File: src/rtl/spi_cmd_decoder_pkg.sv
// Shared constants, opcode encodings and frame-width helpers for the slot SPI command decoder.
// SPI_PARITY_EN adds one even-parity bit at the LSB of every frame.
package slot_spi_pkg;

    localparam int unsigned OP_W = 4;

`ifdef SPI_PARITY_EN
    localparam int unsigned PARITY_BITS = 1;
`else
    localparam int unsigned PARITY_BITS = 0;
`endif

    typedef enum logic [OP_W-1:0] {
        OP_SPIN   = 4'h1,
        OP_WIN    = 4'h2,
        OP_UPDATE = 4'h3
    } op_e;

    function automatic int unsigned payload_w(input int unsigned num_reels,
                                              input int unsigned reel_w,
                                              input int unsigned credit_w);
        int unsigned reel_bits;
        reel_bits = num_reels * reel_w;
        return (reel_bits > credit_w) ? reel_bits : credit_w;
    endfunction

    function automatic int unsigned frame_w(input int unsigned num_reels,
                                            input int unsigned reel_w,
                                            input int unsigned credit_w);
        return OP_W + payload_w(num_reels, reel_w, credit_w) + PARITY_BITS;
    endfunction

endpackage

File: src/rtl/spi_cmd_decoder_if.sv
// Bus bundle between the SPI host side and the command decoder.
// Widths follow the package frame-width helper, so SPI_PARITY_EN widens resp_word too.
interface spi_cmd_decoder_if
    import slot_spi_pkg::*;
#(
    parameter int unsigned NUM_REELS = 3,
    parameter int unsigned REEL_W    = 4,
    parameter int unsigned CREDIT_W  = 12
);
    localparam int unsigned FRAME_W = frame_w(NUM_REELS, REEL_W, CREDIT_W);

    logic                          cs_n;
    logic                          copi;
    logic                          sdo;
    logic [FRAME_W-1:0]            resp_word;
    logic [NUM_REELS*REEL_W-1:0]   reel_idx;
    logic                          start_spin;
    logic [CREDIT_W-1:0]           win_credits;
    logic                          is_win;
    logic [CREDIT_W-1:0]           total_credits;
    logic                          is_total;
    logic                          frame_err;
    logic                          op_err;
    logic                          parity_err;

    modport slave (
        input  cs_n, copi, resp_word,
        output sdo, reel_idx, start_spin, win_credits, is_win,
               total_credits, is_total, frame_err, op_err, parity_err
    );

    modport master (
        output cs_n, copi, resp_word,
        input  sdo, reel_idx, start_spin, win_credits, is_win,
               total_credits, is_total, frame_err, op_err, parity_err
    );

endinterface

File: src/rtl/spi_shift_core.sv
// SPI framing core: bit counter, rx/tx shift registers, sdo mux, frame-complete and abort strobes.
// The strobes are combinational so the decoder can act on the very edge that samples the last bit.
module spi_shift_core #(
    parameter int unsigned FRAME_W = 16
) (
    input  logic               sclk,
    input  logic               reset_n,
    input  logic               i_cs_n,
    input  logic               i_copi,
    input  logic [FRAME_W-1:0] i_resp_word,
    output logic               o_sdo,
    output logic               o_frame_done,
    output logic               o_frame_abort,
    output logic [FRAME_W-1:0] o_frame
);
    localparam int unsigned CNT_W = (FRAME_W > 1) ? $clog2(FRAME_W) : 1;
    localparam logic [CNT_W-1:0] LAST = CNT_W'(FRAME_W - 1);

    localparam logic [0:0] ST_IDLE  = 1'b0;
    localparam logic [0:0] ST_SHIFT = 1'b1;

    logic [0:0]         r_state;
    logic [CNT_W-1:0]   r_cnt;
    logic [FRAME_W-2:0] r_rx;
    logic [FRAME_W-1:0] r_tx;
    logic               w_cnt_zero;

    assign w_cnt_zero = (r_cnt == '0);

    always_ff @(posedge sclk or negedge reset_n) begin
        if (!reset_n) begin
            r_state <= ST_IDLE;
            r_cnt   <= '0;
            r_rx    <= '0;
            r_tx    <= '0;
        end else if (i_cs_n) begin
            r_state <= ST_IDLE;
            r_cnt   <= '0;
            r_rx    <= '0;
            r_tx    <= '0;
        end else begin
            r_state <= ST_SHIFT;
            r_rx    <= {r_rx[FRAME_W-3:0], i_copi};
            r_cnt   <= (r_cnt == LAST) ? '0 : r_cnt + CNT_W'(1);
            // MSB goes out combinationally at count 0, so the register keeps the rest
            r_tx    <= w_cnt_zero ? (i_resp_word << 1) : (r_tx << 1);
        end
    end

    assign o_frame       = {r_rx, i_copi};
    assign o_frame_done  = !i_cs_n && (r_cnt == LAST);
    assign o_frame_abort = i_cs_n && (r_state == ST_SHIFT) && !w_cnt_zero;
    assign o_sdo         = i_cs_n ? 1'b0
                         : (w_cnt_zero ? i_resp_word[FRAME_W-1] : r_tx[FRAME_W-1]);

endmodule

File: src/rtl/spi_cmd_decoder.sv
// Slot-machine SPI command decoder: SPIN / WIN / UPDATE frames into held values plus one-cycle pulses.
// Define SPI_PARITY_EN to append an even-parity bit to each frame and report mismatches on parity_err.
module spi_cmd_decoder
    import slot_spi_pkg::*;
#(
    parameter int unsigned NUM_REELS = 3,
    parameter int unsigned REEL_W    = 4,
    parameter int unsigned CREDIT_W  = 12
) (
    input  logic               sclk,
    input  logic               reset_n,
    spi_cmd_decoder_if.slave   bus
);
    localparam int unsigned PAYLOAD_W = payload_w(NUM_REELS, REEL_W, CREDIT_W);
    localparam int unsigned FRAME_W   = frame_w(NUM_REELS, REEL_W, CREDIT_W);
    localparam int unsigned REEL_BITS = NUM_REELS * REEL_W;

    logic                 w_frame_done;
    logic                 w_frame_abort;
    logic [FRAME_W-1:0]   w_frame;
    logic [OP_W-1:0]      w_op;
    logic [PAYLOAD_W-1:0] w_payload;
    logic                 w_parity_ok;

    logic [REEL_BITS-1:0] r_reel_idx;
    logic [CREDIT_W-1:0]  r_win_credits;
    logic [CREDIT_W-1:0]  r_total_credits;
    logic                 r_start_spin;
    logic                 r_is_win;
    logic                 r_is_total;
    logic                 r_frame_err;
    logic                 r_op_err;

    spi_shift_core #(
        .FRAME_W (FRAME_W)
    ) u_core (
        .sclk          (sclk),
        .reset_n       (reset_n),
        .i_cs_n        (bus.cs_n),
        .i_copi        (bus.copi),
        .i_resp_word   (bus.resp_word),
        .o_sdo         (bus.sdo),
        .o_frame_done  (w_frame_done),
        .o_frame_abort (w_frame_abort),
        .o_frame       (w_frame)
    );

    assign w_op      = w_frame[FRAME_W-1 -: OP_W];
    assign w_payload = w_frame[PARITY_BITS +: PAYLOAD_W];

`ifdef SPI_PARITY_EN
    logic r_parity_err;

    assign w_parity_ok = ~(^w_frame);

    always_ff @(posedge sclk or negedge reset_n) begin
        if (!reset_n) begin
            r_parity_err <= 1'b0;
        end else begin
            r_parity_err <= w_frame_done && !w_parity_ok;
        end
    end

    assign bus.parity_err = r_parity_err;
`else
    assign w_parity_ok    = 1'b1;
    assign bus.parity_err = 1'b0;
`endif

    always_ff @(posedge sclk or negedge reset_n) begin
        if (!reset_n) begin
            r_reel_idx      <= '0;
            r_win_credits   <= '0;
            r_total_credits <= '0;
            r_start_spin    <= 1'b0;
            r_is_win        <= 1'b0;
            r_is_total      <= 1'b0;
            r_frame_err     <= 1'b0;
            r_op_err        <= 1'b0;
        end else begin
            r_start_spin <= 1'b0;
            r_is_win     <= 1'b0;
            r_is_total   <= 1'b0;
            r_op_err     <= 1'b0;
            r_frame_err  <= w_frame_abort;
            // A parity failure suppresses decode entirely, keeping pulses mutually exclusive
            if (w_frame_done && w_parity_ok) begin
                case (op_e'(w_op))
                    OP_SPIN: begin
                        r_reel_idx   <= w_payload[REEL_BITS-1:0];
                        r_start_spin <= 1'b1;
                    end
                    OP_WIN: begin
                        r_win_credits <= w_payload[CREDIT_W-1:0];
                        r_is_win      <= 1'b1;
                    end
                    OP_UPDATE: begin
                        r_total_credits <= w_payload[CREDIT_W-1:0];
                        r_is_total      <= 1'b1;
                    end
                    default: r_op_err <= 1'b1;
                endcase
            end
        end
    end

    assign bus.reel_idx      = r_reel_idx;
    assign bus.win_credits   = r_win_credits;
    assign bus.total_credits = r_total_credits;
    assign bus.start_spin    = r_start_spin;
    assign bus.is_win        = r_is_win;
    assign bus.is_total      = r_is_total;
    assign bus.frame_err     = r_frame_err;
    assign bus.op_err        = r_op_err;

endmodule

File: src/flat_wrapper.sv
// flat-port wrapper written by rule: the top's interface ports become plain ports
module spi_cmd_decoder_flat import slot_spi_pkg::*;
#(
    parameter int unsigned NUM_REELS = 3,
    parameter int unsigned REEL_W    = 4,
    parameter int unsigned CREDIT_W  = 12
)
  (sclk, reset_n, bus_cs_n, bus_copi, bus_resp_word, bus_sdo, bus_reel_idx, bus_start_spin, bus_win_credits, bus_is_win, bus_total_credits, bus_is_total, bus_frame_err, bus_op_err, bus_parity_err);
  spi_cmd_decoder_if #(.NUM_REELS(NUM_REELS), .REEL_W(REEL_W), .CREDIT_W(CREDIT_W)) bus_i ();
  input  logic sclk;
  input  logic reset_n;
  input wire logic [$bits(bus_i.cs_n)-1:0] bus_cs_n;
  input wire logic [$bits(bus_i.copi)-1:0] bus_copi;
  input wire logic [$bits(bus_i.resp_word)-1:0] bus_resp_word;
  output wire logic [$bits(bus_i.sdo)-1:0] bus_sdo;
  output wire logic [$bits(bus_i.reel_idx)-1:0] bus_reel_idx;
  output wire logic [$bits(bus_i.start_spin)-1:0] bus_start_spin;
  output wire logic [$bits(bus_i.win_credits)-1:0] bus_win_credits;
  output wire logic [$bits(bus_i.is_win)-1:0] bus_is_win;
  output wire logic [$bits(bus_i.total_credits)-1:0] bus_total_credits;
  output wire logic [$bits(bus_i.is_total)-1:0] bus_is_total;
  output wire logic [$bits(bus_i.frame_err)-1:0] bus_frame_err;
  output wire logic [$bits(bus_i.op_err)-1:0] bus_op_err;
  output wire logic [$bits(bus_i.parity_err)-1:0] bus_parity_err;
  assign bus_i.cs_n = bus_cs_n;
  assign bus_i.copi = bus_copi;
  assign bus_i.resp_word = bus_resp_word;
  assign bus_sdo = bus_i.sdo;
  assign bus_reel_idx = bus_i.reel_idx;
  assign bus_start_spin = bus_i.start_spin;
  assign bus_win_credits = bus_i.win_credits;
  assign bus_is_win = bus_i.is_win;
  assign bus_total_credits = bus_i.total_credits;
  assign bus_is_total = bus_i.is_total;
  assign bus_frame_err = bus_i.frame_err;
  assign bus_op_err = bus_i.op_err;
  assign bus_parity_err = bus_i.parity_err;
  spi_cmd_decoder #(.NUM_REELS(NUM_REELS), .REEL_W(REEL_W), .CREDIT_W(CREDIT_W)) u_core (.sclk(sclk), .reset_n(reset_n), .bus(bus_i));
endmodule
File: config.mk
export PLATFORM = sky130hd
export DESIGN_NAME = spi_cmd_decoder_flat
export DESIGN_NICKNAME = d
export VERILOG_FILES = /design/src/rtl/spi_cmd_decoder_pkg.sv /design/src/rtl/spi_cmd_decoder_if.sv /design/src/rtl/spi_shift_core.sv /design/src/rtl/spi_cmd_decoder.sv /design/src/flat_wrapper.sv
export SDC_FILE = /design/constraint.sdc
export NUM_CORES = 1
export LEC_CHECK = 0
export CAP_MARGIN = 20
export CORE_MARGIN = 3
export CORE_UTILIZATION = 40
export CTS_CLUSTER_SIZE = 12
export DETAILED_ROUTE_END_ITERATION = 6
export GPL_ROUTABILITY_DRIVEN = 0
export PLACE_DENSITY = 0.62
export RECOVER_POWER = 50
export SLEW_MARGIN = 20
export SYNTH_ARGS = -nofsm -noshare
export SYNTH_HDL_FRONTEND = slang
export SYNTH_SLANG_ARGS = --single-unit
File: constraint.sdc
create_clock -name sclk -period 2.3 [get_ports sclk]
set_input_delay 0.46 -clock sclk [delete_from_list [all_inputs] [get_ports sclk]]
set_output_delay 0.46 -clock sclk [all_outputs]
set_load 0.1 [all_outputs]
==> impl_metrics.toml <==
[outcome]
status = "complete, but fails checks"
violations = "max-capacitance violations, max-slew violations"

[final_layout]
mostFrequentLayoutCell = "dfrtp_1"
postLayoutCellArea_um2 = 3860
drive_gt1_share_pct = 39.8
finalNetCount = 286
final_cell_mix = "76 x dfrtp_1, 45 x buf_4, 27 x mux2_4, 18 x nor2_1, 17 x clkdlybuf4s50_1"
area_growth_pct = 28.7
num-fill-cells = 605
diodes = 0

[die]
start_util_pct = 42.7
fp.dieW_um = 92.6
core_region_area_um2 = 7020
die_area_um2 = 8570
rows = 30
boundaryPins = 63
fp.dieH_um = 92.6

[yosys]
syn_area_um2 = 3000
ys_types = 24
ys_ff_latch = 76
synth_top_family_by_area = "multiplexers"
synthXorXnorAreaFrac_pct = 0.292
postSynthAreaPerCell_um2 = 15.3
ys_seq_area_share_pct = 63.4
synthAdderAreaFrac_pct = 0.834
synthMuxAreaShare_pct = 21.9
synthSimpleGateAreaFrac_pct = 9.43
synthCells = 196
synth.net_count = 218
synth_compound_area_share_pct = 0.668
yosys_warnings = 0

[worst_setup_path]
critPathLaunch = "u_core.u_core.r_cnt[1]"
crit_type = "flop to output port"
worstPathArrival_ns = 1.74
ff2ff_path_depth = 5
cp-end-kind = "output port"
critPathTopFamily = "flip-flops"
slowest_stage = "dfrtp_1"
crit_buf_inv = 2
cp_cell_sequence = "inv_1 -> ha_1 -> nor3b_4 -> mux2i_2 -> nor2_4 -> buf_12"
required_ns = 1.84
r2r_end = "u_core.bus.reel_idx[8]"
cp_max_fo = 3
rr_startpoint = "u_core.u_core.r_cnt[1]"
regToRegSetupSlack_ns = 0.38
slowest_delay_ns = 0.40
critPathLaunchType = "flop"

[timing]
hold_viol_final = 0
tns_ns = 0
slew_headroom_pct = -34.2
fin_skew_ns = 0.00627
drv_slew = 35
min_period_ns = 2.20
tightest_slew_ns = 2.01
final-setup-viol-count = 0
fmaxAchievable_ghz = 0.454
timing.final.crit_share_pct = 95.7

[clocking]
clk_pin_slew_ns = 0.07
cts_num_sinks = 76
htreeDepth = 3
root_buffer = "clkbuf_8"
max-clock-path-buffers = 2
cts_tree = "done"
cts_buffers = 9
clock_latency_ns = 0.34

[min_path]
worstHoldStart = "u_core.u_core.r_state"
whs_path_depth = 2
min_to = "u_core.bus.frame_err"
hold_path_class = "flop to flop"

[routing]
vias = 1682
drcViolationCount = 0
routed_wl_um = 5610
ant_nets = 0
first_pass_iters = 4
drt_iter0_markers = 49
via_per_inst = 4.61
wire_per_inst_um = 15.4

[power_and_ir_drop]
seqPwrFrac_pct = 50.8
power_density_nw_per_um2 = 704
p_int_uw = 2100
p_sw_uw = 617
clkPwrFrac_pct = 41.3
combPwrFrac_pct = 8.0
power_uw = 2720
irDropWorstVdd_uv = 391
power.share.switching_pct = 22.7
leakagePower_uw = 0.00207

[global_routing]
grt_pass1_vias = 1733
antenna_found_initial = 0
grt_max_degree = 37
grt_pass1_wl_um = 9100
grt_usage_pct = 14.1
gr-total-overflow = 0

[place]
portBuffers = 61
placed_area_um2 = 3620
dpl.hpwl_um = 3680

[job]
drv_cap = 1
==> flip-flops by register name, summed over array words and instances, names as in the netlist <==
signal                    flops
u_core.u_core.r_rx           15
u_core.u_core.r_tx           15
u_core.bus.reel_idx          12
u_core.bus.total_credits     12
u_core.bus.win_credits       12
u_core.u_core.r_cnt           4
u_core.bus.frame_err          1
u_core.bus.is_total           1
u_core.bus.is_win             1
u_core.bus.op_err             1
u_core.bus.start_spin         1
u_core.u_core.r_state         1
==> power by group through the flow <==
stage                     Clock (µW)  Sequential (µW)  Combinational [µW]
final                           1120             1380                 216
after global routing            1230             1380                 237
after CTS                       1160             1380                 215
after detailed placement           0             1410                 212
after global placement             0             1410                 209
after floorplan                    0             1410                 112
==> area by class of cell <==
cell class                 count  area (µm²)  share of cell area [%]
sequential                    76        1900                    49.3
clock buffer                  10         138                    3.57
timing repair buffer          67         567                    14.7
clock inverter                 6        86.3                    2.24
tap                           96         120                    3.11
inverter                       7        26.3                   0.681
multi-input combinational    103        1020                    26.4
==> worst min-delay path, cell delays in order (launching register included) <==
cell and delay (ns):
dfrtp_1 0.33, nand2_1 0.05, nor2_1 0.07
==> cell usage after synthesis <==
| master | number | area [µm²] |
|---|---|---|
| mux2_4 | 27 | 405 |
| nor3b_1 | 1 | 7.51 |
| nor2b_1 | 16 | 100 |
| mux2i_1 | 15 | 150 |
| nand2_1 | 1 | 3.75 |
| or4_1 | 1 | 7.51 |
| clkbuf_1 | 3 | 11.3 |
| buf_2 | 2 | 10.0 |
| conb_1 | 1 | 3.75 |
| inv_1 | 7 | 26.3 |
| nand4b_4 | 2 | 47.6 |
| o21ai_0 | 2 | 10.0 |
| buf_6 | 4 | 45.0 |
| dfrtp_1 | 76 | 1900 |
| xnor2_1 | 1 | 8.76 |
| ha_1 | 2 | 25.0 |
| mux2_2 | 9 | 101 |
| and3_1 | 1 | 6.26 |
| a21oi_1 | 2 | 10.0 |
| and4b_2 | 1 | 11.3 |
| nand4_4 | 1 | 21.3 |
| and2_1 | 1 | 6.26 |
| nor2_1 | 19 | 71.3 |
| buf_4 | 1 | 7.51 |
==> cells by family after synthesis <==
group / after synthesis
AND/OR/NAND/NOR: 44
buffers and inverters: 17
AO/OA/AOI/OAI: 4
other: 1
flip-flops: 76
adder cells (fa/ha/maj): 2
multiplexers: 51
XOR/XNOR: 1
==> per-stage QoR <==
step / std cells / setup WS [ns] / hold slack (ns) / util [%]
2_1_floorplan: 196 / 0.268 / 0.164 / -
3_3_place_gp: 347 / 0.116 / 0.458 / 51.5
3_5_place_dp: 347 / 0.115 / 0.462 / 51.5
4_1_cts: 363 / 0.0177 / 0.0834 / 54.8
5_1_grt: 365 / -0.00236 / 0.512 / 55.0
6_report: 365 / 0.0985 / 0.476 / 55.0
==> worst max path at each step <==
stage                               to  slack [ns]  cells past startpoint
3_3_place_gp    u_core.bus.reel_idx[6]        0.12                      4
5_1_grt                        bus_sdo      -0.002                      6
2_1_floorplan                  bus_sdo        0.27                      6
4_1_cts                        bus_sdo        0.02                      6
3_5_place_dp   u_core.bus.reel_idx[10]        0.11                      4
6_report                       bus_sdo         0.1                      6
==> per-layer routing <==
layer / vias up / wire [µm] / GRT usage, %
met5: - / 0 / 0
met1: 840 / 2740 / 19.5
met2: 41 / 2490 / 20.1
li1: 793 / - / -
met3: 8 / 264 / 4.79
met4: 0 / 112 / 5.94
==> repair_timing <==
| action | CTS | global route |
|---|---|---|
| resized for setup | 1 | 1 |
| setup endpoints to repair | 1 | 1 |
| setup buffers | 0 | 2 |
| hold buffers | 0 | 0 |
| cloned | 0 | 0 |
Note: power is estimated with default switching activity, not from simulation.
